[src/rtl/pipe_pkg.sv]
// Shared pipeline-control types: hazard FSM states and forwarding-mux selects.
package pipe_pkg;

  typedef enum logic [1:0] {
    RUN    = 2'd0,
    DRAIN  = 2'd1,
    HALTED = 2'd2
  } ctrl_state_t;

  localparam logic [1:0] FWD_RF  = 2'b00;
  localparam logic [1:0] FWD_WB  = 2'b01;
  localparam logic [1:0] FWD_MEM = 2'b10;

endpackage

[src/rtl/fwd_sel.sv]
// Single-operand forwarding comparator; the memory stage outranks writeback.
module fwd_sel
  import pipe_pkg::*;
(
  input  logic [4:0] raE,
  input  logic [4:0] rdM,
  input  logic [4:0] rdW,
  input  logic       reg_writeM,
  input  logic       reg_writeW,
  output logic [1:0] fwd
);

  always_comb begin
    fwd = FWD_RF;
    if (reg_writeM && (rdM != 5'd0) && (rdM == raE)) begin
      fwd = FWD_MEM;
    end else if (reg_writeW && (rdW != 5'd0) && (rdW == raE)) begin
      fwd = FWD_WB;
    end
  end

endmodule

[src/rtl/hazard_ctrl.sv]
// Five-stage pipeline control: forwarding selects, stall/flush enables,
// halt sequencing (run -> drain -> halted) and saturating perf counters.
module hazard_ctrl
  import pipe_pkg::*;
#(
  parameter int unsigned CNT_W = 32
) (
  input  logic             clk,
  input  logic             reset,
  input  logic [4:0]       ra1D,
  input  logic [4:0]       ra2D,
  input  logic [4:0]       ra1E,
  input  logic [4:0]       ra2E,
  input  logic [4:0]       rdE,
  input  logic [4:0]       rdM,
  input  logic [4:0]       rdW,
  input  logic             mem_to_regE,
  input  logic             reg_writeM,
  input  logic             reg_writeW,
  input  logic             pc_srcE,
  input  logic             jumpE,
  input  logic             hltE,
  input  logic             hltW,
  input  logic             mem_reqM,
  input  logic             mem_readyM,
  output logic             stallF,
  output logic             stallD,
  output logic             stallE,
  output logic             stallM,
  output logic             flushD,
  output logic             flushE,
  output logic             flushW,
  output logic [1:0]       forwardAE,
  output logic [1:0]       forwardBE,
  output logic             halted,
  output logic [CNT_W-1:0] stall_cnt,
  output logic [CNT_W-1:0] redir_cnt
);

  localparam logic [CNT_W-1:0] CNT_ONE = {{(CNT_W-1){1'b0}}, 1'b1};

  ctrl_state_t      state_q, state_d;
  logic [CNT_W-1:0] stall_cnt_q, stall_cnt_d;
  logic [CNT_W-1:0] redir_cnt_q, redir_cnt_d;

  logic       mem_wait, lduse, redir;
  logic       sF, sD, sE, sM, fD, fE, fW;
  logic [1:0] fwd_a, fwd_b;

  fwd_sel u_fwd_a (
    .raE        (ra1E),
    .rdM        (rdM),
    .rdW        (rdW),
    .reg_writeM (reg_writeM),
    .reg_writeW (reg_writeW),
    .fwd        (fwd_a)
  );

  fwd_sel u_fwd_b (
    .raE        (ra2E),
    .rdM        (rdM),
    .rdW        (rdW),
    .reg_writeM (reg_writeM),
    .reg_writeW (reg_writeW),
    .fwd        (fwd_b)
  );

  assign mem_wait = mem_reqM && !mem_readyM;
  assign lduse    = mem_to_regE && (rdE != 5'd0) && ((rdE == ra1D) || (rdE == ra2D));
  assign redir    = pc_srcE || jumpE;

  // Next state and raw enables are computed without reset; reset is applied
  // only at the output mux so it never feeds a flop's data path.
  always_comb begin
    state_d = state_q;
    sF = 1'b0; sD = 1'b0; sE = 1'b0; sM = 1'b0;
    fD = 1'b0; fE = 1'b0; fW = 1'b0;
    case (state_q)
      RUN: begin
        if (mem_wait) begin
          sF = 1'b1; sD = 1'b1; sE = 1'b1; sM = 1'b1; fW = 1'b1;
        end else if (lduse) begin
          sF = 1'b1; sD = 1'b1; fE = 1'b1;
        end else if (redir) begin
          fD = 1'b1; fE = 1'b1;
        end
        if (hltE && !mem_wait && !redir) state_d = DRAIN;
      end
      DRAIN: begin
        sF = 1'b1; fD = 1'b1; fE = 1'b1;
        if (mem_wait) begin
          sD = 1'b1; sE = 1'b1; sM = 1'b1; fW = 1'b1;
        end
        if (hltW) state_d = HALTED;
      end
      HALTED: begin
        sF = 1'b1; sD = 1'b1; sE = 1'b1; sM = 1'b1;
        fD = 1'b1; fE = 1'b1; fW = 1'b1;
      end
      default: state_d = RUN;
    endcase
  end

  always_comb begin
    if (reset) begin
      stallF = 1'b0; stallD = 1'b0; stallE = 1'b0; stallM = 1'b0;
      flushD = 1'b1; flushE = 1'b1; flushW = 1'b1;
      forwardAE = FWD_RF;
      forwardBE = FWD_RF;
    end else begin
      stallF = sF; stallD = sD; stallE = sE; stallM = sM;
      flushD = fD; flushE = fE; flushW = fW;
      forwardAE = fwd_a;
      forwardBE = fwd_b;
    end
  end

  always_comb begin
    stall_cnt_d = stall_cnt_q;
    redir_cnt_d = redir_cnt_q;
    if ((state_q == RUN) && (mem_wait || lduse) && (stall_cnt_q != '1)) begin
      stall_cnt_d = stall_cnt_q + CNT_ONE;
    end
    if ((state_q == RUN) && redir && !mem_wait && (redir_cnt_q != '1)) begin
      redir_cnt_d = redir_cnt_q + CNT_ONE;
    end
  end

  always_ff @(posedge clk or posedge reset) begin
    if (reset) begin
      state_q     <= RUN;
      stall_cnt_q <= '0;
      redir_cnt_q <= '0;
    end else begin
      state_q     <= state_d;
      stall_cnt_q <= stall_cnt_d;
      redir_cnt_q <= redir_cnt_d;
    end
  end

  assign halted    = (state_q == HALTED);
  assign stall_cnt = stall_cnt_q;
  assign redir_cnt = redir_cnt_q;

endmodule
[config.mk]
export PLATFORM = sky130hd
export DESIGN_NAME = hazard_ctrl
export DESIGN_NICKNAME = d
export VERILOG_FILES = /design/src/rtl/pipe_pkg.sv /design/src/rtl/fwd_sel.sv /design/src/rtl/hazard_ctrl.sv
export SDC_FILE = /design/constraint.sdc
export NUM_CORES = 1
export LEC_CHECK = 0
export CORE_MARGIN = 2
export CORE_UTILIZATION = 45
export CTS_BUF_LIST = sky130_fd_sc_hd__clkbuf_4 sky130_fd_sc_hd__clkbuf_8
export CTS_CLUSTER_DIAMETER = 120
export CTS_CLUSTER_SIZE = 25
export DETAILED_ROUTE_END_ITERATION = 8
export DONT_BUFFER_PORTS = 1
export GPL_ROUTABILITY_DRIVEN = 0
export GPL_TIMING_DRIVEN = 0
export HOLD_SLACK_MARGIN = 0.05
export PLACE_DENSITY_LB_ADDON = 0.3
export SYNTH_ARGS = -nofsm -noshare
export SYNTH_HDL_FRONTEND = slang
export SYNTH_SLANG_ARGS = --single-unit
export TNS_END_PERCENT = 30
[constraint.sdc]
create_clock -name clk -period 4.3 [get_ports clk]
set_input_delay 0.43 -clock clk [delete_from_list [all_inputs] [get_ports clk]]
set_output_delay 0.43 -clock clk [all_outputs]
set_load 0.02 [all_outputs]
### Yosys cells after proc, flatten, opt, wreduce, memory -nomap -nowiden

Cells that the tools add are included.
Widths: inputs -> output; s select.

| storage, ports and cells | value |
|---|---|
| register bits | 66 |
| output and inout bits | 76 |
| word-level logic and storage cells | 75 |

| cells by class | value |
|---|---|
| $add $sub $neg | 2 |
| equality and inequality tests | 12 |
| mux-type cells | 28 |
| bitwise operators | 1 |
| reduce and logical (&&, ||, !) cells | 29 |

Operators by type and width:

| operator | number |
|---|---|
| $add 32x1->32 const B | 2 |
| $ne 32x32->1 const B | 2 |
| $eq 5x5->1 | 6 |
| $logic_and 1x1->1 | 16 |
| $mux 1 | 16 |
| $reduce_bool 5->1 | 3 |
| $mux 2 | 6 |
| $pmux 1 s2 | 4 |
| $pmux 2 s3 | 1 |
| $ne 2x2->1 const B | 2 |
| $reduce_or 2->1 | 2 |
| $logic_not 1->1 | 3 |
| $logic_or 1x1->1 | 3 |
| $pmux 1 s3 | 1 |
| $reduce_and 3->1 | 1 |
| $eq 2x1->1 const B | 1 |
| $eq 2x2->1 const B | 1 |
| $logic_not 2->1 | 1 |
| $not 1->1 | 1 |

### Logic depth before layout (Yosys ltp)

Gate-level depths: netlist of the first run.

| logic depth | value |
|---|---|
| depth after elaboration | 7 |
| depth in mapped cells | 8 |
| depth with buffers taken out | 7 |

### Hierarchy

Synthesis of the first run repeated with hierarchy kept, for this count alone.

| unflattened totals | value |
|---|---|
| cells, all modules | 397 |
| area total of the unflattened synthesis | 3863.7 µm² |

Modules (own cells, without submodules):

| module | times used | cells each | area each (µm²) | sequential area each (µm²) |
|---|---|---|---|---|
| hazard_ctrl | 1 | 357 | 3560.9 | 1651.6 |
| fwd_sel | 2 | 20 | 151.4 | 0.0 |

### Least setup slack after synthesis of the first run

No wires, ideal clock.

| path | value |
|---|---|
| path type | input to output |
| start | input reset |
| end | output forwardAE[0] |
| arrival | 3286 ps |
| required time | 3870 ps |
| slack | 584 ps |
| cell stages on the path | 4 |
| buffers on the path | 0 |
| path through | inv_1 o211ai_1 or4_1 nor4_1 |

| between the ends | value |
|---|---|
| cells in the longest elaborated chain, start to end | 1 |

RTL lines:

| item | line | source |
|---|---|---|
| start: declaration | hazard_ctrl.sv:9 | `input logic reset,` |
| $mux 2 | hazard_ctrl.sv:105 | `if (reset) begin` |
| end: declaration | hazard_ctrl.sv:33 | `output logic [1:0] forwardAE,` |

No other way between the ends.

### Final worst setup path of the first run

| path | value |
|---|---|
| start | input reset |
| end | output forwardBE[0] |

| between the ends | value |
|---|---|
| cells in the longest elaborated chain, start to end | 1 |

RTL lines:

| item | line | source |
|---|---|---|
| $mux 2 | hazard_ctrl.sv:105 |  |
| end: declaration | hazard_ctrl.sv:34 | `output logic [1:0] forwardBE,` |

No other way between the ends.

==> results of run 1 <==
power groups by stage:
stage / sequential [mW] / combinational [mW] / clock (mW)
2_1_floorplan: 0.792 / 0.296 / 0
3_3_place_gp: 0.811 / 0.352 / 0
3_5_place_dp: 0.816 / 0.359 / 0
4_1_cts: 0.803 / 0.360 / 0.607
5_1_grt: 0.813 / 0.398 / 0.633
6_report: 0.803 / 0.355 / 0.595
area by class of cell:
class	instances	area, um^2	area share, %
well taps	105	131	3.23
clock buffers	9	124	3.05
multi-input cells	282	2000	49.3
flip-flops and latches	66	1650	40.7
clock inverters	7	101	2.49
inverters	8	32.5	0.801
plain buffers	3	18.8	0.462
path summary, 6_finish.rpt:
| check | from | to | slack [ns] | cells after the start |
|---|---|---|---|---|
| max | reset | forwardBE[0] | 1.30 | 4 |
| min | reset | state_q[1] | 0.13 | 1 |
| max reg2reg | redir_cnt[0] | redir_cnt[24] | 1.87 | 8 |
| min reg2reg | state_q[1] | state_q[1] | 0.61 | 2 |
| max in group asynchronous | reset | stall_cnt[17] | 3.63 | 1 |
| min in group clk | hltW | state_q[1] | 0.27 | 2 |
metrics by stage:
stage | total power [mW] | cells
6_report | 1.75 | 480
5_1_grt | 1.84 | 480
4_1_cts | 1.77 | 480
3_5_place_dp | 1.17 | 464
3_3_place_gp | 1.16 | 464
2_1_floorplan | 1.09 | 359
placed cells by master, fill, tap and decap left out, types with 4 or more instances in the layout:
| cell | instances |
|---|---|
| a21oi_1 | 4 |
| and2_1 | 8 |
| and3_1 | 7 |
| and4_1 | 8 |
| clkbuf_8 | 9 |
| dfrtp_1 | 66 |
| ha_1 | 6 |
| inv_1 | 7 |
| nand2_1 | 28 |
| nand3_1 | 34 |
| nand4_1 | 15 |
| nor2_1 | 18 |
| nor3_1 | 10 |
| nor4_1 | 5 |
| o21ai_0 | 5 |
| or4_1 | 6 |
| xnor2_1 | 58 |
| xor2_1 | 34 |
kinds of logic after synthesis:
group,share of synthesized area (%)
AO/OA/AOI/OAI,4.19
XOR/XNOR,21.8
adder cells (fa/ha/maj),2.03
buffers and inverters,1.32
flip-flops,44.6
multiplexers,1.28
AND/OR/NAND/NOR,24.8
state kept, by name, summed over array words and instances, names as in the netlist:
| register | flops |
|---|---|
| redir_cnt | 32 |
| stall_cnt | 32 |
| state_q | 2 |
metal layers:
layer / part of all wire (%) / track usage [%] / wire length (um)
met3: 7.8 / 5.99 / 637
met2: 48 / 30.8 / 3950
met1: 42 / 22.4 / 3410
met4: 2.4 / 8.94 / 196
met5: 0 / 0 / 0
worst register-to-register path, cell delays in order, from the launching register on:
cell      delay [ns]
dfrtp_1         0.51
ha_1            0.21
and3_1          0.20
and3_1          0.16
clkbuf_1        0.22
nand3_1         0.18
or4_1           0.55
nor2_1          0.16
xor2_1          0.16
==> metrics, run 1 <==
average size of a mapped cell 10.3 um^2; CTS H-Tree Depth 3; Clock power frac about a third; hold buffers post-CTS 0; DRT iter0 DRCs 85; Fillers 766; share of the synthesized area in the top cell type 44.6%; status finished clean; sequential-to-total area share from yosys stat around 45%; critical setup path kind in -> out; EDFF count, synth 0; # rows 33; Final Max Slew Viols 0; Worst Path Required 3.87 ns; P&R area growth vs syn 9.70%; Post-Syn Nets 411; drt drc 0; Die ar. 8970 um^2; Final Skew 0.0137 ns; die width ~95 um; CTS resizes 0; Pwr Density between 400 and 500 nW/um^2; gr ovfl total 0; top-count cell post-synth dfrtp_1; type of origin of the critical path primary input; cell family with most CP delay simple AND/OR/NAND/NOR gates; sw frac between 30% and 40%; initial antenna violation count 0; num ports about 120; Final nets 422; Ys Warns 0; async set-reset flop share out of synthesis 100%; final setup vio count 0; post-synth top area cell dfrtp_1; Antenna Diode Count 0; count of different cell masters after synthesis 44; Cell Area, Synth 3700 um^2; drt first pass iters 4; synthesized instance count ~360; worst rel slew slack 36.8%; Flop pwr share 45.8%; Max Fanout on Critical Path slightly above 70; Tot GR Track Use 18.8%; Initial Util 45.8%; clock sinks between 60 and 70; TritonCTS clock tree yes; largest net degree at the start of global routing 72; CORE AREA ~8100 um^2; CP bufs+invs 1; Max Cap Violations 0; sum of negative setup slack 0 ns; P_int 1.14 mW; post-DP HPWL 6.21 mm; via count 2721; ys flop type dfrtp_1; largest stage delay on the critical path 0.73 ns; number of port buffers 0; post-route ant nets 0; HP Class in -> async; Peak supply drop 220 uV; final cycle utilization of the critical path 69.7%; Worst-Skew Late Latency 0.35 ns; fmax 0.334 GHz; vias in the first global route ~2.8k; Post-CTS Setup Inserts 0; Comb pwr share 20.3%; Pleak 1.67 nW; Area after DPL 3840 um^2; DR WL/cell 17.1 um; root buf cell clkbuf_8; Net Sw Power 0.609 mW; number of hold violations in the final report 0; post-route cell area 4060 um^2; clock buffer count from CTS 9; Die Span Y 94.7 um; post-placement worst setup slack 1.26 ns; share of post-route cells with drive strength above 1 10.1%; Post-synth top cells 66 x dfrtp_1, 58 x xnor2_1, 34 x nand3_1, 34 x xor2_1, 28 x nand2_1; RSZ-0062 raised after global routing no; final WL 8.19 mm; Fin Hold WS 0.135 ns; Reg clk slew, reported paths ~0.070 ns; fin util 50.2%; Via-to-Cell Ratio 5.67; CTS max path bufs 2; Seq cells post-synth 66; min Tclk post-route 3.00 ns; Cell Chain, Critical Path inv_4, o211ai_1, or4_1, nor4_1; WP data arrival ~2.6 ns; first-pass GRT wire length around 13 mm; setup ws final roughly 1.3 ns; slowest CP cell nor4_1; Worst-Margin Slew 0.939 ns; crit end category output pin; synth top area cells dfrtp_1 45%, xnor2_1 14%, xor2_1 8.0%, nand3_1 4.6%, nand2_1 2.8%
Power figures use the tool's default switching activity.
==> run 2: changes to the inputs <==
- clock period: 4.3 -> 2.5 ns (I/O delays scaled with it)
==> run 2 against run 1 <==
Net effect: clock-buffer cell count is 2 higher; routed wire length is 1.0% higher; clock power is 70% higher; combinational power is 90% higher; highest routed layer unchanged.
==> metrics, run 2 (synthesis gave the netlist of run 1 again) <==
crit end category output pin (unchanged); TritonCTS clock tree yes (unchanged); Post-CTS Setup Inserts 0 (unchanged); WP data arrival 2.13 ns (was 2.57 ns); r2r setup slk 0.14 ns (was 1.87 ns); Die Span Y 94.7 um (unchanged); final cycle utilization of the critical path 95.0%; fmax 0.421 GHz; HP Class in -> reg (was in -> async); CORE AREA 8090 um^2 (unchanged); vias in the first global route 2692 (was 2790); drt drc 0 (unchanged); Tot GR Track Use 18.7% (was 18.8%); commonest non-fill, non-tap cell in the layout dfrtp_1 (unchanged); worst rel slew slack 38.4% (was 36.8%); RSZ-0062 raised after global routing yes (was no); Pwr Density 735 nW/um^2 (was 431 nW/um^2); Via-to-Cell Ratio 5.60 (was 5.67); cell depth of the worst flop-to-flop path 5 (was 8); drt first pass iters 4 (unchanged); critical setup path kind reg -> out (was in -> out); Die ar. 8970 um^2 (unchanged); Initial Util 45.8% (unchanged); final WL 8.28 mm (was 8.19 mm); Fillers 745 (was 766); die width 94.7 um (unchanged); # rows 33 (unchanged); Final Skew 0.0100 ns (was 0.0137 ns); min-delay src hltW; sum of negative setup slack 0 ns (unchanged); share of post-route cells with drive strength above 1 14.0% (was 10.1%); first-pass GRT wire length 13.1 mm (about the same); Hold Crit Depth 2; Antenna Diode Count 0 (unchanged); Final Max Slew Viols 0 (unchanged); Reg clk slew, reported paths 0.08 ns (was 0.07 ns); final setup vio count 0 (unchanged); Final nets 425 (was 422); status finished clean (unchanged); Fin Hold WS 0.117 ns (was 0.135 ns); largest net degree at the start of global routing 41 (was 72); initial antenna violation count 0 (unchanged); CTS H-Tree Depth 3 (unchanged); Worst Path Required 2.25 ns (was 3.87 ns); Peak supply drop 489 uV (was 220 uV); Max Cap Violations 0 (unchanged); clock buffer count from CTS 9 (unchanged); P&R area growth vs syn 12.7% (was 9.70%); endpoint of the worst hold path state_q[1]; type of origin of the critical path register (was primary input); num ports 122 (unchanged); number of port buffers 0 (unchanged); Max Fanout on Critical Path 6 (was 71); most frequent cells in the layout 61 x dfrtp_1, 58 x xnor2_1, 34 x nand3_1, 34 x xor2_1, 28 x nand2_1 (was 66 x dfrtp_1, 58 x xnor2_1, 34 x nand3_1, 34 x xor2_1, 28 x nand2_1); number of hold violations in the final report 0 (unchanged); gr ovfl total 0 (unchanged); DRT iter0 DRCs 87 (was 85); min Tclk post-route 2.38 ns; via count 2707 (was 2721); r2r startpoint stall_cnt[21] (was redir_cnt[0]); clock sinks 66 (unchanged); Pleak 1.69 nW (was 1.67 nW); post-DP HPWL 6.23 mm (was 6.21 mm); DR WL/cell 17.1 um (about the same); CTS max path bufs 2 (unchanged); Worst-Skew Late Latency 0.34 ns (was 0.35 ns); root buf cell clkbuf_8 (unchanged); Worst-Margin Slew 0.915 ns (was 0.939 ns); R2R Path End stall_cnt[1] (was redir_cnt[24]); Critical Path Start state_q[1] (was reset); post-route ant nets 0 (unchanged)
==> run 2: timing repair <==
| item | in CTS | in global routing |
|---|---|---|
| endpoints found under the setup margin | 3 | 32 |
| cloned | 0 | 0 |
| hold endpoints to repair | 30 | 0 |
| hold buffers | 2 | 0 |
| gates resized for setup | 4 | 12 |
==> run 2: worst max path at each step <==
| stage | slack (ns) | to | cells after the start |
|---|---|---|---|
| detailed placement | 0.06 | redir_cnt[26] | 8 |
| global route | -0.00004 | stall_cnt[1] | 5 |
| finish | 0.12 | stallF | 5 |
| CTS | 0.005 | flushD | 6 |
| floorplan | -0.1 | forwardBE[0] | 4 |
| global placement | -0.49 | forwardBE[0] | 4 |
==> run 2: area by class of cell <==
cell class | count | area [um^2] | share of cell area [%]
Buffer | 3 | 18.8 | 0.450
Clock buffer | 11 | 145 | 3.48
Timing Repair Buffer | 3 | 50.0 | 1.20
Clock inverter | 5 | 77.6 | 1.86
Sequential cell | 66 | 1660 | 39.7
Tap cell | 105 | 131 | 3.15
Inverter | 8 | 33.8 | 0.809
Multi-Input combinational cell | 282 | 2060 | 49.4
==> run 2: report_power, final <==
part           switching [mW]  internal [mW]
Sequential              0.224           1.16
Combinational           0.403          0.274
Clock                   0.409          0.597
Total                    1.04           2.03
==> run 2: layer usage <==
| metal | up-vias | wire length [um] | global-route usage, % |
|---|---|---|---|
| li1 | 1293 | - | - |
| met5 | - | 0 | 0 |
| met2 | 78 | 4190 | 32.0 |
| met4 | 0 | 93 | 5.92 |
| met1 | 1324 | 3330 | 21.2 |
| met3 | 12 | 667 | 7.90 |
==> run 2: critical path: stages (launching register included) <==
cell and delay [ns]:
dfrtp_1 0.43, inv_1 0.14, ha_2 0.27, o21ai_2 0.16, or2_2 0.40, a211oi_4 0.39
==> run 2: stage by stage <==
| stage | cell area (um^2) | worst slack (ns) | total power [mW] | utilization [%] | cells |
|---|---|---|---|---|---|
| 5_1_grt | 4180 | -0.0000409 | 3.23 | 51.6 | 483 |
| 6_report | 4180 | 0.124 | 3.07 | 51.6 | 483 |
| 3_5_place_dp | 3860 | 0.0553 | 2.02 | 47.8 | 465 |
| 4_1_cts | 4140 | 0.00501 | 3.08 | 51.1 | 483 |
| 2_1_floorplan | 3710 | -0.0963 | 1.87 | - | 359 |
| 3_3_place_gp | 3840 | -0.493 | 2.01 | 47.5 | 464 |
